===== config.mk =====
export PLATFORM = sky130hd
export DESIGN_NAME = apb_chk_recorder
export DESIGN_NICKNAME = d
export VERILOG_FILES = /design/src/rtl/apb_chk_pkg.sv /design/src/rtl/apb_chk_recorder.sv
export SDC_FILE = /design/constraint.sdc
export NUM_CORES = 1
export LEC_CHECK = 0
export CAP_MARGIN = 20
export CORE_UTILIZATION = 41
export DETAILED_ROUTE_END_ITERATION = 8
export PLACE_DENSITY = 0.82
export SKIP_CTS_REPAIR_TIMING = 1
export SLEW_MARGIN = 20
export SYNTH_ARGS = -nofsm -noshare
export SYNTH_HDL_FRONTEND = slang
export SYNTH_SLANG_ARGS = --single-unit

===== constraint.sdc =====
create_clock -name clk -period 2.1 [get_ports clk]
set_clock_uncertainty 0.2 [all_clocks]
set_input_delay 0.315 -clock clk [delete_from_list [all_inputs] [get_ports clk]]
set_output_delay 0.315 -clock clk [all_outputs]
set_load 0.02 [all_outputs]

===== src/rtl/apb_chk_pkg.sv =====
// Shared types for the APB protocol checker: violation classes, FSM phases
// and the first-violation priority helper.
package apb_chk_pkg;

    localparam int NUM_VIOL = 8;

    typedef enum logic [2:0] {
        V_MULTI_SEL  = 3'd0,
        V_SETUP_VIOL = 3'd1,
        V_EN_NO_SEL  = 3'd2,
        V_UNSTABLE   = 3'd3,
        V_EN_MISSING = 3'd4,
        V_TIMEOUT    = 3'd5,
        V_BAD_SLVERR = 3'd6,
        V_SEL_DROP   = 3'd7
    } viol_e;

    typedef enum logic [1:0] {
        IDLE  = 2'd0,
        SETUP = 2'd1,
        WAIT  = 2'd2
    } state_e;

    // Lowest set class index wins when several classes fire together.
    function automatic viol_e lowest_viol(input logic [NUM_VIOL-1:0] v);
        viol_e r;
        r = V_MULTI_SEL;
        for (int i = NUM_VIOL - 1; i >= 0; i--) begin
            if (v[i]) r = viol_e'(3'(i));
        end
        return r;
    endfunction

endpackage


===== src/rtl/apb_chk_recorder.sv =====
// Turns the per-cycle violation vector into registered pulses, sticky flags,
// a saturating counter, first-violation capture and the interrupt.
module apb_chk_recorder
    import apb_chk_pkg::*;
#(
    parameter int ADDR_W = 32,
    parameter int CNT_W  = 8
) (
    input  logic                clk,
    input  logic                srst,
    input  logic                clr,
    input  logic [NUM_VIOL-1:0] viol,
    input  logic [ADDR_W-1:0]   addr,
    input  logic [NUM_VIOL-1:0] irq_mask,
    output logic [NUM_VIOL-1:0] viol_o,
    output logic [NUM_VIOL-1:0] viol_sticky_o,
    output logic [CNT_W-1:0]    viol_cnt_o,
    output logic                first_valid_o,
    output logic [2:0]          first_code_o,
    output logic [ADDR_W-1:0]   first_addr_o,
    output logic                irq_o
);
    logic [NUM_VIOL-1:0] viol_reg, sticky_reg;
    logic [CNT_W-1:0]    cnt_reg, cnt_base, cnt_next;
    logic                first_valid_reg, first_base;
    viol_e               first_code_reg;
    logic [ADDR_W-1:0]   first_addr_reg;
    logic                irq_reg;
    logic                any_viol;

    assign any_viol   = |viol;
    // Clear is applied first so a same-cycle violation still gets recorded.
    assign first_base = clr ? 1'b0 : first_valid_reg;

    always_comb begin
        cnt_base = clr ? '0 : cnt_reg;
        cnt_next = cnt_base;
        if (any_viol && (cnt_base != '1)) cnt_next = cnt_base + CNT_W'(1);
    end

    always_ff @(posedge clk) begin
        if (srst) begin
            viol_reg        <= '0;
            sticky_reg      <= '0;
            cnt_reg         <= '0;
            first_valid_reg <= 1'b0;
            first_code_reg  <= V_MULTI_SEL;
            first_addr_reg  <= '0;
            irq_reg         <= 1'b0;
        end else begin
            viol_reg   <= viol;
            sticky_reg <= (clr ? '0 : sticky_reg) | viol;
            cnt_reg    <= cnt_next;
            irq_reg    <= |(sticky_reg & irq_mask);
            if (!first_base && any_viol) begin
                first_valid_reg <= 1'b1;
                first_code_reg  <= lowest_viol(viol);
                first_addr_reg  <= addr;
            end else if (clr) begin
                first_valid_reg <= 1'b0;
                first_code_reg  <= V_MULTI_SEL;
                first_addr_reg  <= '0;
            end
        end
    end

    assign viol_o        = viol_reg;
    assign viol_sticky_o = sticky_reg;
    assign viol_cnt_o    = cnt_reg;
    assign first_valid_o = first_valid_reg;
    assign first_code_o  = first_code_reg;
    assign first_addr_o  = first_addr_reg;
    assign irq_o         = irq_reg;
endmodule


# After elaboration in Yosys (flattened, before gate mapping)

Index checks and enable logic that the tools add are counted.

Flip-flop bits (word level): 61
Bits in latches: 0
Bits in writable memories: 0
Bits in read-only memories: 0
Input bits: 51
Output and inout bits: 61
Word-level logic and storage cells: 34
Memories kept: 0

Add/subtract/negate cells: 1
$mul: 0
Div/mod/pow operators: 0
Magnitude comparators: 0
Eq/ne operators: 1
Shifts and indexed selects: 0
Mux-type cells: 17
Bitwise logic cells: 2
Reduce and logical (&&, ||, !) cells: 6

Operators by type and width:

| kind                                         | count |
|---|---|
| two-way mux 32 bit                           | 2 |
| two-way mux 3 bit                            | 10 |
| two-way mux 8 bit                            | 3 |
| OR reduction 8 bit                           | 2 |
| adder 8 x 1 -> 8 bit (second input constant) | 1 |
| bitwise AND 8 bit                            | 1 |
| != test 8 bit (second input constant)        | 1 |
| bitwise OR 8 bit                             | 1 |
| logical AND 1 bit                            | 2 |
| two-way mux 1 bit                            | 2 |
| nonzero test 2 bit                           | 1 |
| zero test 1 bit                              | 1 |

# Depth between registers and ports, before layout

Word-level depth: 9
Gate-level depth with buffers: 6
Mapped depth without buffers: 5

# Worst setup path before layout

Ideal clock, no wire load.

Path kind: register to register
From: reg cnt_reg[1] (netlist: viol_cnt_o[1])
To: reg cnt_reg[3] (netlist: viol_cnt_o[3])
Library setup time: 70 ps
Data arrival time: 1652 ps
Path slack: 178 ps
Cell stages (with the launch flop): 7
Buffers on the path: 1
Clock period less this slack: 1922 ps
Cells stage by stage: dfxtp_1 -> and2b_1 -> ha_1 -> and4_4 -> buf_6 -> or4_1 -> a21oi_1

Word-level cells in the longest chain between the ends: 4
Elaborated cells between the ends (all ways): 5
Those cells by class: add/sub (1); eq/ne (1); mux (2); reduce/logical (1)

RTL lines:

| item                                                         | line                   | text |
|---|---|---|
| from (decl)                                                  | apb_chk_recorder.sv:24 | `logic [CNT_W-1:0] cnt_reg, cnt_base, cnt_next;` |
| from (signal assigned)                                       | apb_chk_recorder.sv:53 | `cnt_reg <= cnt_next;` |
| two-way mux 8 bit *                                          | apb_chk_recorder.sv:36 | `cnt_base = clr ? '0 : cnt_reg;` |
| branches (longest 2 deep; another with adder 8 x 1 -> 8 bit) | --                     |  |
| two-way mux 8 bit *                                          | apb_chk_recorder.sv:38 | `if (any_viol && (cnt_base != '1)) cnt_next = cnt_base + CNT_W'(1);` |

Mark *: on every way between the ends.
A chain may end at the register's enable or synchronous reset.

# Worst setup path after layout

From: in clr
To: reg cnt_reg[3] (netlist: viol_cnt_o[3])

Word-level cells in the longest chain between the ends: 4
Elaborated cells between the ends (all ways): 5
Those cells by class: add/sub (1); eq/ne (1); mux (2); reduce/logical (1)

RTL lines:

| item                                                         | line                   | text |
|---|---|---|
| from (decl)                                                  | apb_chk_recorder.sv:11 | `input logic clr,` |
| two-way mux 8 bit *                                          | apb_chk_recorder.sv:36 |  |
| branches (longest 2 deep; another with adder 8 x 1 -> 8 bit) | --                     |  |
| two-way mux 8 bit *                                          | apb_chk_recorder.sv:38 |  |

Marked as above.

==> summary.txt <==
Setup path
  – Arr. time, crit path: 2.06 ns
  – Crit path capture type: flop
  – Worst Path Required: 2.15 ns
  – Crit path largest cell delay: 0.50 ns
  – CP top delay family: simple AND/OR/NAND/NOR gates
  – Crit. Startpoint: clr
  – Critical path class: input port to flop
  – Buffers plus inverters on the worst setup path: 1
  – RR Startpoint: viol_cnt_o[0]
  – Crit path max fanout: 4
  – Worst-path cell chain: clkdlybuf4s50_1 > and2b_1 > ha_1 > and4_4 > or4_1 > a21oi_1
  – CP max stage cell: clkdlybuf4s50_1
  – CP Launch Type: input port

Final layout
  – Share of layout cells above drive strength 1: 0.141
  – Ant. Diodes: 0
  – Most frequent cells in the layout: clkdlybuf4s50_1, dfxtp_1, a21oi_1
  – Fillcell total: 428
  – Syn-to-layout area delta: 68.3%
  – Most common cell after layout, fill and taps aside: clkdlybuf4s50_1
  – Area of the multi-input gates: 0.00107 sq mm
  – Final net count: 466
  – Register area: 0.00122 sq mm

Power
  – Pwr Density: 766 mW/mm^2
  – VDD IR-drop max: 539 uV
  – P_int: 2.37 mW
  – Net Sw Power: 0.710 mW
  – Pleak: 1.63 nW
  – Combinational fraction of design power: 0.161
  – Switching share of power: 0.231
  – Power, Total: 3.08 mW
  – Clk pwr share: 0.431
  – Flop pwr share: 0.408

STA
  – RSZ-0062 raised after global routing: false
  – Worst rel slew slack: 0.720
  – Max-slew violations: 0
  – Minimum clock period: 2.01 ns
  – Final setup vio count: 0
  – Final Cycle Share: 0.959
  – Slew @ Worst Pin: 0.415 ns
  – Hold Violations, Final: 0
  – Hold slack: 0.205 ns
  – Setup ws final: 0.0870 ns
  – Max Freq: 0.497 GHz
  – TNS Setup: 0 ns

Clock network
  – CTS tree: yes
  – CTS Buf Count: 9
  – CTS Sinks: 61
  – CTS max path bufs: 2
  – Clk pin slew, worst setup/hold paths: 0.06 ns
  – Htree depth: 3
  – Clock Tree Root: clkbuf_8
  – Clk Latency, worst-skew pair: 0.32 ns

Global routing
  – Pin count of the biggest net entering global routing: 42
  – Gr ovfl total: 0
  – First-pass GRT wire length: 11600 um
  – Initial antenna violation count: 0
  – Vias in the first global route: 2369
  – GR Util All Layers: 0.240

Placed design
  – I/O Buffers: 111
  – DPL Wire Length: 4970 um
  – Final GP Congestion: 0.910
  – Dpl ws: -0.233 ns

Yosys
  – Yosys reg bits: 61
  – Syn. warnings: 0
  – Syn Nets: 331
  – Synth Cell Area: 0.00239 sq mm
  – Post-synthesis cell type count: 35
  – Synthesized instance count: 279
  – Sequential share of the synthesized area: 0.511
  – Avg Synthesized Cell Area: 8.57 sq um

Floorplanning
  – Die W: 78.3 um
  – Die Span Y: 78.3 um
  – Starting Density: 0.429
  – I/O Pins: 112
  – Rows: 27
  – Die area: 0.00614 sq mm
  – Core area: 0.00557 sq mm

Job
  – Max-cap viol count: 0

Drt
  – Post-DRT Antenna Nets: 0
  – Routed len/inst: 14.4 um
  – Initial DRC count: 131
  – Via count: 2572
  – DRC Markers: 0
  – Drt pass-1 iters: 4
  – Final wirelength: 7060 um
  – Vias per Instance: 5.24

Worst hold path
  – HP Start: srst
  – HP Class: input port to flop

Status
  – Outcome: complete, no violations
## power by group through the flow
| stage | Sequential [mW] | Clock, mW | Combinational, mW |
|---|---|---|---|
| after floorplan | 1.35 | 0 | 0.124 |
| after global placement | 1.28 | 0 | 0.485 |
| after detailed placement | 1.28 | 0 | 0.494 |
| after CTS | 1.26 | 1.35 | 0.497 |
| after global routing | 1.26 | 1.40 | 0.532 |
| final | 1.26 | 1.33 | 0.495 |
## worst paths after layout
path / cells after the start / end / slack (ns)
setup / recovery: 6 / viol_cnt_o[3] / 0.09
hold / removal: 4 / viol_cnt_o[7] / 0.20
setup reg to reg: 5 / viol_cnt_o[6] / 0.21
hold reg to reg: 2 / first_addr_o[24] / 0.27
## cell usage after synthesis
| library cell | n | area (sq um) |
|---|---|---|
| and4b_4 | 1 | 13.8 |
| o311ai_0 | 1 | 8.76 |
| nor3_1 | 3 | 15.0 |
| nand4_1 | 1 | 6.26 |
| dfxtp_1 | 61 | 1220 |
| a21oi_1 | 51 | 255 |
| nand2_1 | 35 | 131 |
| and2b_1 | 4 | 30.0 |
| inv_1 | 2 | 7.51 |
| clkinv_1 | 1 | 3.75 |
| ha_1 | 1 | 12.5 |
| a211o_1 | 1 | 8.76 |
| and3b_2 | 1 | 10.0 |
| a21o_1 | 3 | 22.5 |
| and3_1 | 4 | 25.0 |
| o31ai_1 | 1 | 7.51 |
| or3_1 | 1 | 6.26 |
| nor2_4 | 1 | 11.3 |
| buf_6 | 1 | 11.3 |
| and4b_1 | 1 | 10.0 |
| clkbuf_1 | 15 | 56.3 |
| buf_2 | 4 | 20.0 |
| nor2b_1 | 8 | 50.1 |
| nor4_2 | 2 | 25.0 |
| or4_1 | 3 | 22.5 |
| a22oi_1 | 4 | 30.0 |
| nand3_1 | 42 | 210 |
| mux2i_1 | 2 | 20.0 |
| a41oi_1 | 1 | 8.76 |
| o211ai_1 | 2 | 15.0 |
| or4_4 | 1 | 11.3 |
| o21ai_0 | 4 | 20.0 |
| nor2_1 | 13 | 48.8 |
| and4_4 | 1 | 11.3 |
| mux2_2 | 2 | 22.5 |
## worst register-to-register path, cell delays in order, from the launching register on
cell and delay, ns:
dfxtp_1 0.41, and2b_1 0.18, ha_1 0.22, nand3_1 0.10
or4_1 0.49, and3_1 0.18
## layout make-up
cell class,instances,share of cell area
Inverter,3,0.00280
Sequential cell,61,0.304
Tap cell,72,0.0224
Multi-Input combinational cell,195,0.267
Clock inverter,3,0.0224
Clock buffer,13,0.0420
Timing Repair Buffer,144,0.340
## cells by family (layout without fill, tap and decap cells)
kind of cell / after synthesis / after routing / synth area share
AO/OA/AOI/OAI: 68 / 68 / 0.158
adder cells (fa/ha/maj): 1 / 1 / 0.00523
buffers and inverters: 23 / 163 / 0.0414
flip-flops: 61 / 61 / 0.511
multiplexers: 4 / 4 / 0.0178
AND/OR/NAND/NOR: 122 / 122 / 0.267
## sequential cells by signal (all words and copies together) (netlist names)
signal	flops
irq_o	1
viol_cnt_o	8
first_valid_o	1
first_addr_o	32
viol_sticky_o	8
first_code_o	3
viol_o	8
## routing by layer
layer / wire length, um / track usage
met4: 96 / 0.0759
met3: 398 / 0.0442
met1: 3140 / 0.310
met5: 0 / 0
met2: 3420 / 0.404
## metrics by stage
step | cells | util | cell area (sq um)
5_1_grt | 491 | 0.721 | 4020
6_report | 491 | 0.721 | 4020
4_1_cts | 491 | 0.721 | 4020
3_3_place_gp | 475 | 0.675 | 3760
2_1_floorplan | 279 | - | 2390
3_5_place_dp | 475 | 0.675 | 3760
Note: power is estimated with default switching activity, not from simulation.
